[src/rtl/gpio_vector_recorder.sv]
// GPIO test-vector recorder: captures {cpu_rst, gpio_in, gpio_out} records into a FIFO
// and streams each one out as an 18-character ASCII hex line.
module gpio_vector_recorder #(
   parameter int DEPTH     = 16,
   parameter int ADDR_W    = 4,
   parameter bit UPPERCASE = 1'b0
) (
   input  logic              clk2,
   input  logic              rst,
   input  logic              sample,
   input  logic              cpu_rst,
   input  logic [31:0]       gpio_in,
   input  logic [31:0]       gpio_out,
   output logic [7:0]        tx_data,
   output logic              tx_valid,
   input  logic              tx_ready,
   output logic [ADDR_W:0]   fifo_level,
   output logic              overflow,
   output logic [31:0]       rec_count
);

   typedef enum logic {IDLE, EMIT} state_t;

   localparam logic [ADDR_W:0] LEVEL_FULL = (ADDR_W + 1)'(DEPTH);
   localparam logic [4:0]      IDX_LAST   = 5'd17;
   localparam logic [7:0]      LETTER_A   = UPPERCASE ? 8'h41 : 8'h61;

   state_t              state, state_nxt;
   logic [64:0]         mem [DEPTH];
   logic [ADDR_W-1:0]   wr_ptr, rd_ptr;
   logic [64:0]         rec;
   logic [4:0]          idx;
   logic                full, empty, push, pop, hs, last;
   logic [67:0]         rec_ext;
   logic [6:0]          nib_shift;
   logic [3:0]          nib;
   logic [7:0]          nib_char;

   assign full     = (fifo_level == LEVEL_FULL);
   assign empty    = (fifo_level == '0);
   assign push     = sample & ~full;
   assign tx_valid = (state == EMIT);
   assign hs       = tx_valid & tx_ready;
   assign last     = (idx == IDX_LAST);

   always_comb begin
      state_nxt = state;
      pop       = 1'b0;
      case (state)
         IDLE: begin
            if (!empty) begin
               pop       = 1'b1;
               state_nxt = EMIT;
            end
         end
         EMIT: begin
            // Newline accepted: chain straight into the next record if one is waiting.
            if (hs && last) begin
               if (!empty) pop = 1'b1;
               else        state_nxt = IDLE;
            end
         end
         default: state_nxt = IDLE;
      endcase
   end

   always_ff @(posedge clk2) begin
      if (!rst) state <= IDLE;
      else      state <= state_nxt;
   end

   always_ff @(posedge clk2) begin
      if (push) mem[wr_ptr] <= {cpu_rst, gpio_in, gpio_out};
   end

   always_ff @(posedge clk2) begin
      if (!rst) begin
         wr_ptr     <= '0;
         rd_ptr     <= '0;
         fifo_level <= '0;
         overflow   <= 1'b0;
         rec_count  <= '0;
         idx        <= '0;
         rec        <= '0;
      end else begin
         if (push) wr_ptr <= wr_ptr + 1'b1;
         if (pop) begin
            rd_ptr <= rd_ptr + 1'b1;
            rec    <= mem[rd_ptr];
            idx    <= '0;
         end else if (hs && !last) begin
            idx <= idx + 1'b1;
         end
         case ({push, pop})
            2'b10:   fifo_level <= fifo_level + 1'b1;
            2'b01:   fifo_level <= fifo_level - 1'b1;
            default: fifo_level <= fifo_level;
         endcase
         if (sample && full) overflow <= 1'b1;
         if (hs && last)     rec_count <= rec_count + 1'b1;
      end
   end

   // Padding the reset bit to a nibble lets all 17 hex characters share one shifter.
   assign rec_ext   = {3'b000, rec};
   assign nib_shift = 7'd64 - {idx, 2'b00};
   assign nib       = 4'(rec_ext >> nib_shift);
   assign nib_char  = (nib < 4'd10) ? (8'h30 + {4'h0, nib})
                                    : (LETTER_A + {4'h0, nib} - 8'd10);

   always_comb begin
      tx_data = 8'h00;
      if (state == EMIT) tx_data = last ? 8'h0A : nib_char;
   end

endmodule

[config.mk]
export PLATFORM = sky130hd
export DESIGN_NAME = gpio_vector_recorder
export DESIGN_NICKNAME = d
export VERILOG_FILES = /design/src/rtl/gpio_vector_recorder.sv
export SDC_FILE = /design/constraint.sdc
export NUM_CORES = 1
export LEC_CHECK = 0
export BUFFER_PORTS_ARGS = -buffer_cell sky130_fd_sc_hd__buf_2
export CORE_UTILIZATION = 45
export CTS_BUF_LIST = sky130_fd_sc_hd__clkbuf_4 sky130_fd_sc_hd__clkbuf_8
export CTS_CLUSTER_DIAMETER = 200
export DETAILED_ROUTE_END_ITERATION = 10
export HOLD_SLACK_MARGIN = 0.06
export PLACE_DENSITY_LB_ADDON = 0.08
export REMOVE_ABC_BUFFERS = 1
export SYNTH_ARGS = -nofsm -noshare
export SYNTH_HDL_FRONTEND = slang
export SYNTH_SLANG_ARGS = --single-unit
[constraint.sdc]
create_clock -name clk2 -period 10 [get_ports clk2]
set_clock_uncertainty 0.05 [all_clocks]
set_input_delay 0.5 -clock clk2 [delete_from_list [all_inputs] [get_ports clk2]]
set_output_delay 0.5 -clock clk2 [all_outputs]
set_load 0.01 [all_outputs]
==> run summary, run 1 <==
Clock Pin Slew Worst Setup and Hold Paths -> 0.06 ns
Area overhead of the layout relative to synthesis -> 14.85%
H-tree lvl count -> 4
Number of global-route vias before repair -> 23391
IR Drop Worst-Case VDD -> 0.1568 mV
Row Count -> 115
Filler Cell Count -> 7782
Fraction of layout instances using a drive strength above 1 -> 32.67%
Global-route wire length before repair -> 157600 µm
Initial detailed-routing violation count -> 1859
Io pins -> 116
Origin of the worst setup path -> idx[0]
Biggest area contributors in the synthesized netlist -> sky130_fd_sc_hd__edfxtp_1 70%, sky130_fd_sc_hd__mux4_2 17%, sky130_fd_sc_hd__dfxtp_1 5.2%, sky130_fd_sc_hd__nand2_1 1.4%, sky130_fd_sc_hd__a21boi_0 1.2%
Most used standard cell by instance count after synthesis -> sky130_fd_sc_hd__edfxtp_1
Leading register cell type out of synthesis -> sky130_fd_sc_hd__edfxtp_1
Most numerous cell types in the synthesized netlist -> 1040 x sky130_fd_sc_hd__edfxtp_1, 341 x sky130_fd_sc_hd__mux4_2, 163 x sky130_fd_sc_hd__nand2_1
Clock root buffer master -> sky130_fd_sc_hd__clkbuf_8
Clock net sink count -> 1157
Antenna violations before repair -> 6
Antenna-violating nets left -> 0
Classification of the worst-slack hold path -> primary input to register
# setup viols final -> 0
Effective utilization at floorplan -> 45.48%
Launching point of the worst reg2reg path -> idx[0]
Cell class contributing the biggest share of worst-path delay -> multiplexers
Final critical-path share of the clock period -> 50.26%
Post-route setup slack -> 4.974 ns
Max_cap viols -> 0
Async SR Flop Fraction -> 0%
Maximum root-to-sink buffer count -> 3
Share of Yosys cell area claimed by the top area cell type -> 69.67%
Routability Congestion -> 0.7660
Maximum number of pins on one net before global-route repair -> 127
Via Count -> 21761
Biggest cell delay along the critical path -> 0.88 ns
Syn Inst Count -> 2114
Avg Vias per Cell -> 5.645
Number of buffers inserted by hold repair at cts -> 67
Worst max-slew margin expressed relative to the limit -> 19.79%
Area of the multi-input gates -> 10800 µm²
Leak Pwr -> 16.26 nW
Number of buffers added on ports -> 114
Total routed wirelength -> 105600 µm
CP Class -> register to output port
Remaining routing DRC violations -> 0
Number of slew-limit violations in the final report -> 0
HPWL after detailed placement -> 52110 µm
TritonCTS clock tree -> yes
Storage cell area -> 33590 µm²
Number of cells upsized or downsized after cts -> 0
Average footprint of a synthesized cell -> 21.20 µm²
RSZ-0062 raised after global routing -> no
Drt wl/cell -> 27.40 µm
Number of standard cells in the final layout excluding fillers -> 3855
Run status -> completed
Cell-by-cell listing of the critical path -> buf_4 > inv_1 > ha_1 > mux4_2 > mux4_2 > nand2b_1 > ha_1 > inv_1 > a211o_1 > mux2i_1 > buf_2
Number of buffers created by CTS -> 188
Sort of element at the start of the critical path -> register
Sequential area share after synthesis -> 74.90%
Worst Setup End Kind -> output port
Die extent in x -> 317.6 µm
Placeable core area -> 98560 µm²
Source-to-sink clock delay at the later pin of the worst-skew pair -> 0.85 ns
Placed cell count -> 3446
Req. time, crit path -> 9.45 ns
P per Cell Area -> 234.4 nW/µm²
Slowest cell on the critical path -> sky130_fd_sc_hd__ha_1
Synth Cell Area -> 44820 µm²
Net count reported at finish -> 2499
Flops & latches, synth -> 1157
Total routing usage reported by global routing -> 21.57%
Sum of overflow across all layers after global routing -> 0
Leading area contributor after synthesis -> sky130_fd_sc_hd__edfxtp_1
Height of the die -> 317.6 µm
FMAX -> 198.9 MHz
Fin. Hold Viols -> 0
Number of iterations in the first detailed-routing pass -> 5
Pre-CTS setup slack -> 5.639 ns
Transition at the pin with the smallest max-transition slack -> 1.203 ns
Maximum net fanout on the critical path -> 22
Worst Min Path Start -> rst
Critical path data arrival time -> 4.48 ns
Ys Warns -> 0
Crit path buffers/inverters -> 4
EDFF count, synth -> 1040
Total die area -> 100900 µm²
Post-CTS Setup Inserts -> 0
Final period demand of the worst path -> 5.026 ns
Count of cell types in the netlist -> 61
==> registers in the layout, summed over array words and instances, names as in the netlist, 4 cells and up <==
signal and flops:
rd_ptr 4, fifo_level 5, idx 5, rec 65
mem 1040, rec_count 32, wr_ptr 4
==> cells by family (layout without fill, tap and decap cells) <==
group | count (synthesis) | count (layout) | share of synthesized area [%]
muxes | 355 | 355 | 17.45
DFF | 1157 | 1157 | 74.90
and+or+nand+nor | 306 | 306 | 3.300
adders and majority gates | 14 | 14 | 0.3908
AOI/OAI and AO/OA | 107 | 107 | 1.764
buffers and inverters | 129 | 580 | 1.251
other | 1 | 4 | 0.008366
xor gates and xnor gates | 45 | 45 | 0.9379
==> cell usage in the layout (no fill, tap or decap), types with 9 or more instances in the layout <==
master | netlist | routed
sky130_fd_sc_hd__ha_1 | 14 | 14
sky130_fd_sc_hd__edfxtp_1 | 1040 | 1040
sky130_fd_sc_hd__mux2i_1 | 13 | 13
sky130_fd_sc_hd__buf_2 | 27 | 113
sky130_fd_sc_hd__nand3_1 | 13 | 13
sky130_fd_sc_hd__nor3_1 | 20 | 16
sky130_fd_sc_hd__buf_4 | 5 | 42
sky130_fd_sc_hd__clkinv_2 | 0 | 14
sky130_fd_sc_hd__mux4_2 | 341 | 341
sky130_fd_sc_hd__clkbuf_8 | 0 | 195
sky130_fd_sc_hd__nor2b_1 | 9 | 9
sky130_fd_sc_hd__nand4_1 | 10 | 10
sky130_fd_sc_hd__clkinv_1 | 0 | 34
sky130_fd_sc_hd__xor2_1 | 20 | 20
sky130_fd_sc_hd__nor2_1 | 25 | 13
sky130_fd_sc_hd__dlygate4sd3_1 | 0 | 67
sky130_fd_sc_hd__and2_1 | 34 | 34
sky130_fd_sc_hd__nor2_4 | 0 | 12
sky130_fd_sc_hd__nand2_1 | 163 | 163
sky130_fd_sc_hd__inv_1 | 15 | 15
sky130_fd_sc_hd__xnor2_1 | 23 | 23
sky130_fd_sc_hd__a21boi_0 | 71 | 71
sky130_fd_sc_hd__clkbuf_4 | 0 | 76
sky130_fd_sc_hd__dfxtp_1 | 117 | 113
==> layer usage <==
layer / global-route usage (%) / share of wire, % / wire (µm) / vias up
met2: 35.35 / 49 / 52120 / 620
met3: 4.413 / 5.5 / 5833 / 150
met4: 6.149 / 1.8 / 1866 / 6
met1: 29.40 / 43 / 45760 / 11672
li1: - / - / - / 9313
met5: 0 / 0.039 / 41 / -
==> worst register-to-register path, stage by stage, from the launching register on <==
cell and delay [ns]:
sky130_fd_sc_hd__dfxtp_1 0.30, sky130_fd_sc_hd__buf_4 0.35, sky130_fd_sc_hd__ha_1 0.27, sky130_fd_sc_hd__nand4bb_4 0.19
sky130_fd_sc_hd__or2_2 0.38, sky130_fd_sc_hd__nand2_1 0.11, sky130_fd_sc_hd__nand2b_2 0.06, sky130_fd_sc_hd__buf_4 0.36
sky130_fd_sc_hd__clkinv_2 0.15, sky130_fd_sc_hd__buf_4 0.75, sky130_fd_sc_hd__ha_1 0.39, sky130_fd_sc_hd__o221ai_1 0.16
sky130_fd_sc_hd__a21o_1 0.21, sky130_fd_sc_hd__a21oi_1 0.17, sky130_fd_sc_hd__xor2_1 0.08, sky130_fd_sc_hd__and2_1 0.15
==> where the power goes <==
part / internal, mW / switching [mW] / total [mW]
registers: 5.54 / 0.201 / 5.74
logic: 1.06 / 1.16 / 2.22
clock network: 2.25 / 1.85 / 4.10
total: 8.86 / 3.21 / 12.1
==> worst paths after layout <==
path                                 endpoint  slack, ns  cells past startpoint
worst max-delay path               tx_data[2]       4.97                     11
worst min-delay path            fifo_level[0]       0.38                      2
worst max register to register  fifo_level[4]       5.79                     15
worst min register to register        rec[13]       0.41                      2
==> area by class of cell <==
class | instances | share of cell area [%]
tap | 1287 | 3.128
antenna | 3 | 0.01458
multi-input combinational | 828 | 20.98
clock buffer | 271 | 6.322
clock inverter | 68 | 1.057
sequential | 1157 | 65.24
inverter | 16 | 0.1191
timing repair buffer | 225 | 3.130
==> stage by stage <==
| step | TNS (ns) | area (µm²) | hold WS [ns] | total power, mW | util [%] |
|---|---|---|---|---|---|
| 3_5_place_dp | 0 | 47000 | 0.4115 | 8.095 | 47.69 |
| 5_1_grt | 0 | 51480 | 0.3557 | 12.60 | 52.23 |
| 2_1_floorplan | -144.38 | 44320 | 0.3819 | 7.879 | - |
| 3_3_place_gp | 0 | 47000 | 0.4075 | 8.065 | 47.69 |
| 6_report | 0 | 51480 | 0.3776 | 12.07 | 52.23 |
| 4_1_cts | 0 | 51470 | 0.2905 | 12.24 | 52.22 |
No activity file was read; power rests on OpenSTA's default activity.
==> inputs of run 2 (changes only) <==
==> constraint.sdc (replaced) <==
create_clock -name clk2 -period 4.4 [get_ports clk2]
set_clock_uncertainty 0.05 [all_clocks]
set_input_delay 0.22 -clock clk2 [delete_from_list [all_inputs] [get_ports clk2]]
set_output_delay 0.22 -clock clk2 [all_outputs]
set_load 0.01 [all_outputs]
==> run 2 against run 1 <==
Effect of this change: critical path depth fell by 1; total power grew 130%; wire length is 1.8% lower; clock power rose by 120%; design area increased by 0.52%; via count hardly changed; non-clock buffer count increased by 7; first-iteration DRC count up 2.6%; die area unchanged; clock-buffer cell count increased by 3; critical endpoint unchanged; largest power group unchanged; highest routed layer unchanged.
==> run summary, run 2 (same netlist as run 1, synthesis figures left out) <==
Max_cap viols -> 0 (unchanged)
Via Count -> 21765 (+0.018%)
Effective utilization at floorplan -> 45.48% (unchanged)
Antenna violations before repair -> 4 (-2)
Sum of overflow across all layers after global routing -> 0 (unchanged)
Drt wl/cell -> 26.82 µm (-2.1%)
P per Cell Area -> 525.7 nW/µm² (+120%)
CP Class -> register to output port
Most frequent standard cell in the layout excluding fill and tap cells -> sky130_fd_sc_hd__edfxtp_1
TritonCTS clock tree -> yes
Post-layout total power -> 27.20 mW (+130%)
Critical path data arrival time -> 3.82 ns (-0.66 ns)
Clock root buffer master -> sky130_fd_sc_hd__clkbuf_8
Cell-by-cell listing of the critical path -> inv_1 > ha_2 > mux4_2 > mux4_2 > nand2b_1 > ha_1 > inv_1 > a211o_1 > mux2i_1 > buf_2
Avg Vias per Cell -> 5.625 (-0.34%)
Final critical-path share of the clock period -> 92.99%
Crit path buffers/inverters -> 3 (-1)
Area overhead of the layout relative to synthesis -> 15.44%
Biggest cell delay along the critical path -> 0.61 ns (-0.27 ns)
Total routing usage reported by global routing -> 21.13% (-0.44 points)
Placeable core area -> 98560 µm² (unchanged)
FMAX -> 244.4 MHz
Regs by FF count -> mem (1040), rec (65), rec_count (32)
Post-route setup slack -> 0.3083 ns (-4.665 ns)
Io pins -> 116 (unchanged)
Leak Pwr -> 16.32 nW (+0.33%)
HPWL after detailed placement -> 54360 µm (+4.3%)
Run status -> completed
Global-route wire length before repair -> 154800 µm (-1.8%)
Net count reported at finish -> 2507 (+0.32%)
Placed cell count -> 3451 (+0.15%)
Initial detailed-routing violation count -> 1908 (+2.6%)
Slowest cell on the critical path -> sky130_fd_sc_hd__ha_2
Cell class contributing the biggest share of worst-path delay -> multiplexers
Number of slew-limit violations in the final report -> 0 (unchanged)
Number of buffers created by CTS -> 189 (+0.53%)
Worst Setup End Kind -> output port
Number of iterations in the first detailed-routing pass -> 5 (unchanged)
Height of the die -> 317.6 µm (unchanged)
Fin. Hold Viols -> 0 (unchanged)
Row Count -> 115 (unchanged)
Number of flip-flops in the largest register -> 1040 (unchanged)
Pre-CTS setup slack -> 0.7478 ns (-4.891 ns)
Maximum net fanout on the critical path -> 17 (-23%)
Antenna-violating nets left -> 0 (unchanged)
Routability Congestion -> 0.7742 (+1.1%)
IR Drop Worst-Case VDD -> 0.3047 mV (+94%)
Filler Cell Count -> 7817 (+0.45%)
Maximum number of pins on one net before global-route repair -> 114 (-10%)
Transition at the pin with the smallest max-transition slack -> 0.9814 ns (-0.2217 ns)
Area of the multi-input gates -> 10810 µm² (about the same)
H-tree lvl count -> 4 (unchanged)
Clock net sink count -> 1157 (unchanged)
Storage cell area -> 33590 µm² (unchanged)
Classification of the worst-slack hold path -> primary input to register
Final period demand of the worst path -> 4.092 ns
Worst max-slew margin expressed relative to the limit -> 34.57% (+15 points)
Total die area -> 100900 µm² (unchanged)
Source-to-sink clock delay at the later pin of the worst-skew pair -> 0.86 ns (about the same)
Most flop-heavy register -> mem
Clock Pin Slew Worst Setup and Hold Paths -> 0.06 ns (about the same)
Register-to-register path setup slack -> 0.70 ns (-5.09 ns)
Total routed wirelength -> 103800 µm (-1.8%)
Req. time, crit path -> 4.13 ns (-5.32 ns)
Number of global-route vias before repair -> 23220 (-0.73%)
Number of buffers added on ports -> 114 (unchanged)
Die extent in x -> 317.6 µm (unchanged)
Number of standard cells in the final layout excluding fillers -> 3869 (+0.36%)
Remaining routing DRC violations -> 0 (unchanged)
# setup viols final -> 0 (unchanged)
Sort of element at the start of the critical path -> register
Maximum root-to-sink buffer count -> 3 (unchanged)
RSZ-0062 raised after global routing -> no
Most frequent cells in the layout -> 1040 x sky130_fd_sc_hd__edfxtp_1, 341 x sky130_fd_sc_hd__mux4_2, 196 x sky130_fd_sc_hd__clkbuf_8
Fraction of layout instances using a drive strength above 1 -> 32.47% (-0.20 points)
Layout Utilization -> 52.50% (+0.27 points)
run 2: changes by cell type in the layout (fill, tap and decap cells not counted), sizes merged, moves of 2 or more:
cell,previous run,this run
buf,158,163
bufinv,6,0
clkbuf,271,274
clkinv,53,63
diode,3,1
dlygate4sd3,67,69
inv,21,24
run 2: final cells by class:
cell class / count / share of cell area (%)
sequential: 1157 / 64.91
clock buffer: 274 / 6.345
clock inverter: 74 / 0.7593
inverter: 16 / 0.1185
tap: 1287 / 3.112
antenna: 1 / 0.004836
multi-input combinational: 828 / 20.90
timing repair buffer: 232 / 3.854
run 2: worst paths after layout:
check / endpoint / startpoint / cells past startpoint
hold / removal: mem[1][30] / gpio_out[30] / 2
setup / recovery: tx_data[2] / idx[1] / 10
hold reg to reg: rec[11] / rec[11] / 2
setup reg to reg: fifo_level[4] / idx[0] / 16
run 2: per-stage QoR:
stage | instance area, µm² | hold WS (ns) | setup TNS [ns]
floorplan | 44320 | 0.2689 | -1122.53
global placement | 47370 | 0.4107 | 0
detailed placement | 47370 | 0.4103 | 0
CTS | 51730 | 0.1302 | 0
global route | 51740 | 0.1882 | 0
finish | 51740 | 0.2401 | 0
run 2: timing repair:
action | CTS | global route
hold buffers | 69 | 0
setup buffers | 0 | 0
endpoints found under the setup margin | 1 | 2
endpoints found under the hold margin | 1157 | 0
gates resized for setup | 1 | 1
run 2: routing by layer:
layer,vias up,GRT usage [%],routed length (µm)
li1,9366,-,-
met2,621,33.35,49920
met5,-,0,35
met1,11626,30.20,46810
met3,146,3.949,5208
met4,6,6.095,1785
run 2: report_power, final:
group          leakage (nW)  total, mW  switching (mW)  internal [mW]
combinational          4.02       5.25            2.75           2.50
sequential             10.3       12.9           0.347           12.6
clock                  1.95       9.01            4.20           4.81
total                  16.3       27.2            7.30           19.9
==> inputs of run 3 (changes only) <==
==> constraint.sdc (replaced) <==
create_clock -name clk2 -period 4.4 [get_ports clk2]
set_clock_uncertainty 0.05 [all_clocks]
set_input_delay 0 -clock clk2 [delete_from_list [all_inputs] [get_ports clk2]]
set_output_delay 0 -clock clk2 [all_outputs]
set_load 0.01 [all_outputs]
==> run 3 against run 2 <==
Effect of this change: sequential share of layout area is 0.89 points lower; utilization increased by 0.73 points; maximum frequency is 0.19% lower; final cell count rose by 1.9%; critical path depth up 1; wire length increased by 0.59%; die area did not move; worst setup slack got worse by 0.0078 ns; combinational power rose by 1%; sequential cell count unchanged.
==> run summary, run 3 (same netlist as run 1, synthesis figures left out) <==
Number of standard cells in the final layout excluding fillers -> 3942 (+1.9%)
Remaining routing DRC violations -> 0 (unchanged)
Total die area -> 100900 µm² (unchanged)
Clock Pin Slew Worst Setup and Hold Paths -> 0.06 ns (about the same)
TritonCTS clock tree -> yes
Clock net sink count -> 1157 (unchanged)
Area overhead of the layout relative to synthesis -> 17.04%
Biggest cell delay along the critical path -> 0.55 ns (-0.06 ns)
Placeable core area -> 98560 µm² (unchanged)
Register-to-register path setup slack -> 0.92 ns (+0.22 ns)
P per Cell Area -> 523.5 nW/µm² (-0.42%)
Number of slew-limit violations in the final report -> 0 (unchanged)
Number of buffers added on ports -> 114 (unchanged)
Final critical-path share of the clock period -> 93.17% (+0.18 points)
Io pins -> 116 (unchanged)
Total routed wirelength -> 104400 µm (+0.59%)
Critical path data arrival time -> 4.05 ns (+0.23 ns)
Number of iterations in the first detailed-routing pass -> 5 (unchanged)
Die extent in x -> 317.6 µm (unchanged)
Source-to-sink clock delay at the later pin of the worst-skew pair -> 0.84 ns (-0.02 ns)
Final hold slack -> 0.2224 ns (-0.01769 ns)
Net count reported at finish -> 2574 (+2.7%)
Routability Congestion -> 0.7645 (-1.3%)
Regs by FF count -> mem (1040), rec (65), rec_count (32)
Sum of overflow across all layers after global routing -> 0 (unchanged)
IR Drop Worst-Case VDD -> 0.2914 mV (-4.4%)
Transition at the pin with the smallest max-transition slack -> 1.008 ns (+0.02698 ns)
Number of buffers created by CTS -> 186 (-1.6%)
Antenna violations before repair -> 6 (+2)
Effective utilization at floorplan -> 45.48% (unchanged)
Height of the die -> 317.6 µm (unchanged)
Maximum net fanout on the critical path -> 21 (+4)
Cell-by-cell listing of the critical path -> buf_4 > inv_1 > ha_4 > mux4_2 > mux4_2 > nand2b_1 > ha_1 > inv_1 > a211o_1 > mux2i_1 > buf_2
Final period demand of the worst path -> 4.100 ns (+0.007821 ns)
Fin. Hold Viols -> 0 (unchanged)
Worst-case reg-to-reg path depth -> 16 (unchanged)
Sort of element at the start of the critical path -> register
FMAX -> 243.9 MHz (-0.19%)
Initial detailed-routing violation count -> 1811 (-5.1%)
HPWL after detailed placement -> 54390 µm (about the same)
Leak Pwr -> 16.66 nW (+2.1%)
Layout Utilization -> 53.23% (+0.73 points)
Drt wl/cell -> 26.48 µm (-1.3%)
Avg Vias per Cell -> 5.565 (-1.1%)
Via Count -> 21939 (+0.80%)
Global-route wire length before repair -> 155700 µm (+0.59%)
Number of flip-flops in the largest register -> 1040 (unchanged)
Clock root buffer master -> sky130_fd_sc_hd__clkbuf_8
H-tree lvl count -> 4 (unchanged)
Max_cap viols -> 0 (unchanged)
Run status -> completed
Total routing usage reported by global routing -> 21.15% (+0.023 points)
Most flop-heavy register -> mem
Worst max-slew margin expressed relative to the limit -> 32.77% (-1.8 points)
RSZ-0062 raised after global routing -> no
Most frequent cells in the layout -> 1040 x sky130_fd_sc_hd__edfxtp_1, 341 x sky130_fd_sc_hd__mux4_2, 197 x sky130_fd_sc_hd__clkbuf_8
Maximum number of pins on one net before global-route repair -> 114 (unchanged)
Worst reg2reg path endpoint -> fifo_level[4]
Antenna-violating nets left -> 0 (unchanged)
CP Class -> register to output port
Row Count -> 115 (unchanged)
Req. time, crit path -> 4.35 ns (+0.22 ns)
Maximum root-to-sink buffer count -> 3 (unchanged)
Classification of the worst-slack hold path -> primary input to register
Worst setup endpoint -> tx_data[2]
Slowest cell on the critical path -> sky130_fd_sc_hd__mux4_2
# setup viols final -> 0 (unchanged)
Launching point of the worst reg2reg path -> idx[1]
Fraction of layout instances using a drive strength above 1 -> 31.94% (-0.53 points)
Placed cell count -> 3451 (unchanged)
Most frequent standard cell in the layout excluding fill and tap cells -> sky130_fd_sc_hd__edfxtp_1
Number of global-route vias before repair -> 23205 (-0.065%)
Post-layout total power -> 27.46 mW (+0.96%)
Worst Setup End Kind -> output port
Origin of the worst setup path -> idx[0]
run 3: stage by stage:
step	cell area (µm²)	setup WS, ns	setup TNS [ns]
global placement	47330	0.8863	0
detailed placement	47330	0.8037	0
floorplan	44320	-7.731	-1122.53
CTS	52430	0.03034	0
global route	52460	0.02812	0
finish	52460	0.3005	0
run 3: cell type report:
type | count | area, µm²
inverter | 16 | 61.31
fill | 7739 | 46100
timing repair buffer | 302 | 2658
antenna | 3 | 7.507
multi-input combinational | 828 | 10830
clock inverter | 86 | 504.2
sequential | 1157 | 33590
tap | 1287 | 1610
clock buffer | 263 | 3207
run 3: power breakdown:
part | total, mW | switching, mW | internal (mW)
sequential | 13.0 | 0.407 | 12.6
combinational | 5.32 | 2.76 | 2.56
clock | 9.14 | 4.23 | 4.91
total | 27.5 | 7.40 | 20.1
run 3: how the worst min path moves through the flow:
stage	start	to	slack, ns	cells after the start
3_5_place_dp	sample	overflow	0.24	3
5_1_grt	tx_ready	rec_count[1]	0.20	6
6_report	tx_ready	rec_count[1]	0.22	6
3_3_place_gp	sample	overflow	0.26	3
2_1_floorplan	gpio_out[0]	mem[0][0]	0.05	0
4_1_cts	tx_ready	rec_count[1]	0.11	6
run 3: timing repair:
action                                  4_1_cts  5_1_grt
buffers inserted                              0        0
endpoints found under the setup margin        6        3
gates resized for setup                       1        2
hold endpoints to repair                   1169        0
hold buffers                                139        0
run 3: routing by layer:
metal	share of wire (%)	up-vias	GRT usage, %
li1	-	9504	-
met1	45	11737	29.77
met2	48	551	33.60
met3	4.8	141	4.337
met4	1.8	6	6.106
met5	0.034	-	0
run 3: worst max-delay path, delay by kind of cell, from the launching register on:
kind / cells / cell delay, ns
AOI/OAI and AO/OA: 1 / 0.24
and+or+nand+nor: 1 / 0.14
DFF: 1 / 0.34
adders and majority gates: 2 / 0.64
buffers and inverters: 4 / 0.78
muxes: 3 / 1.06
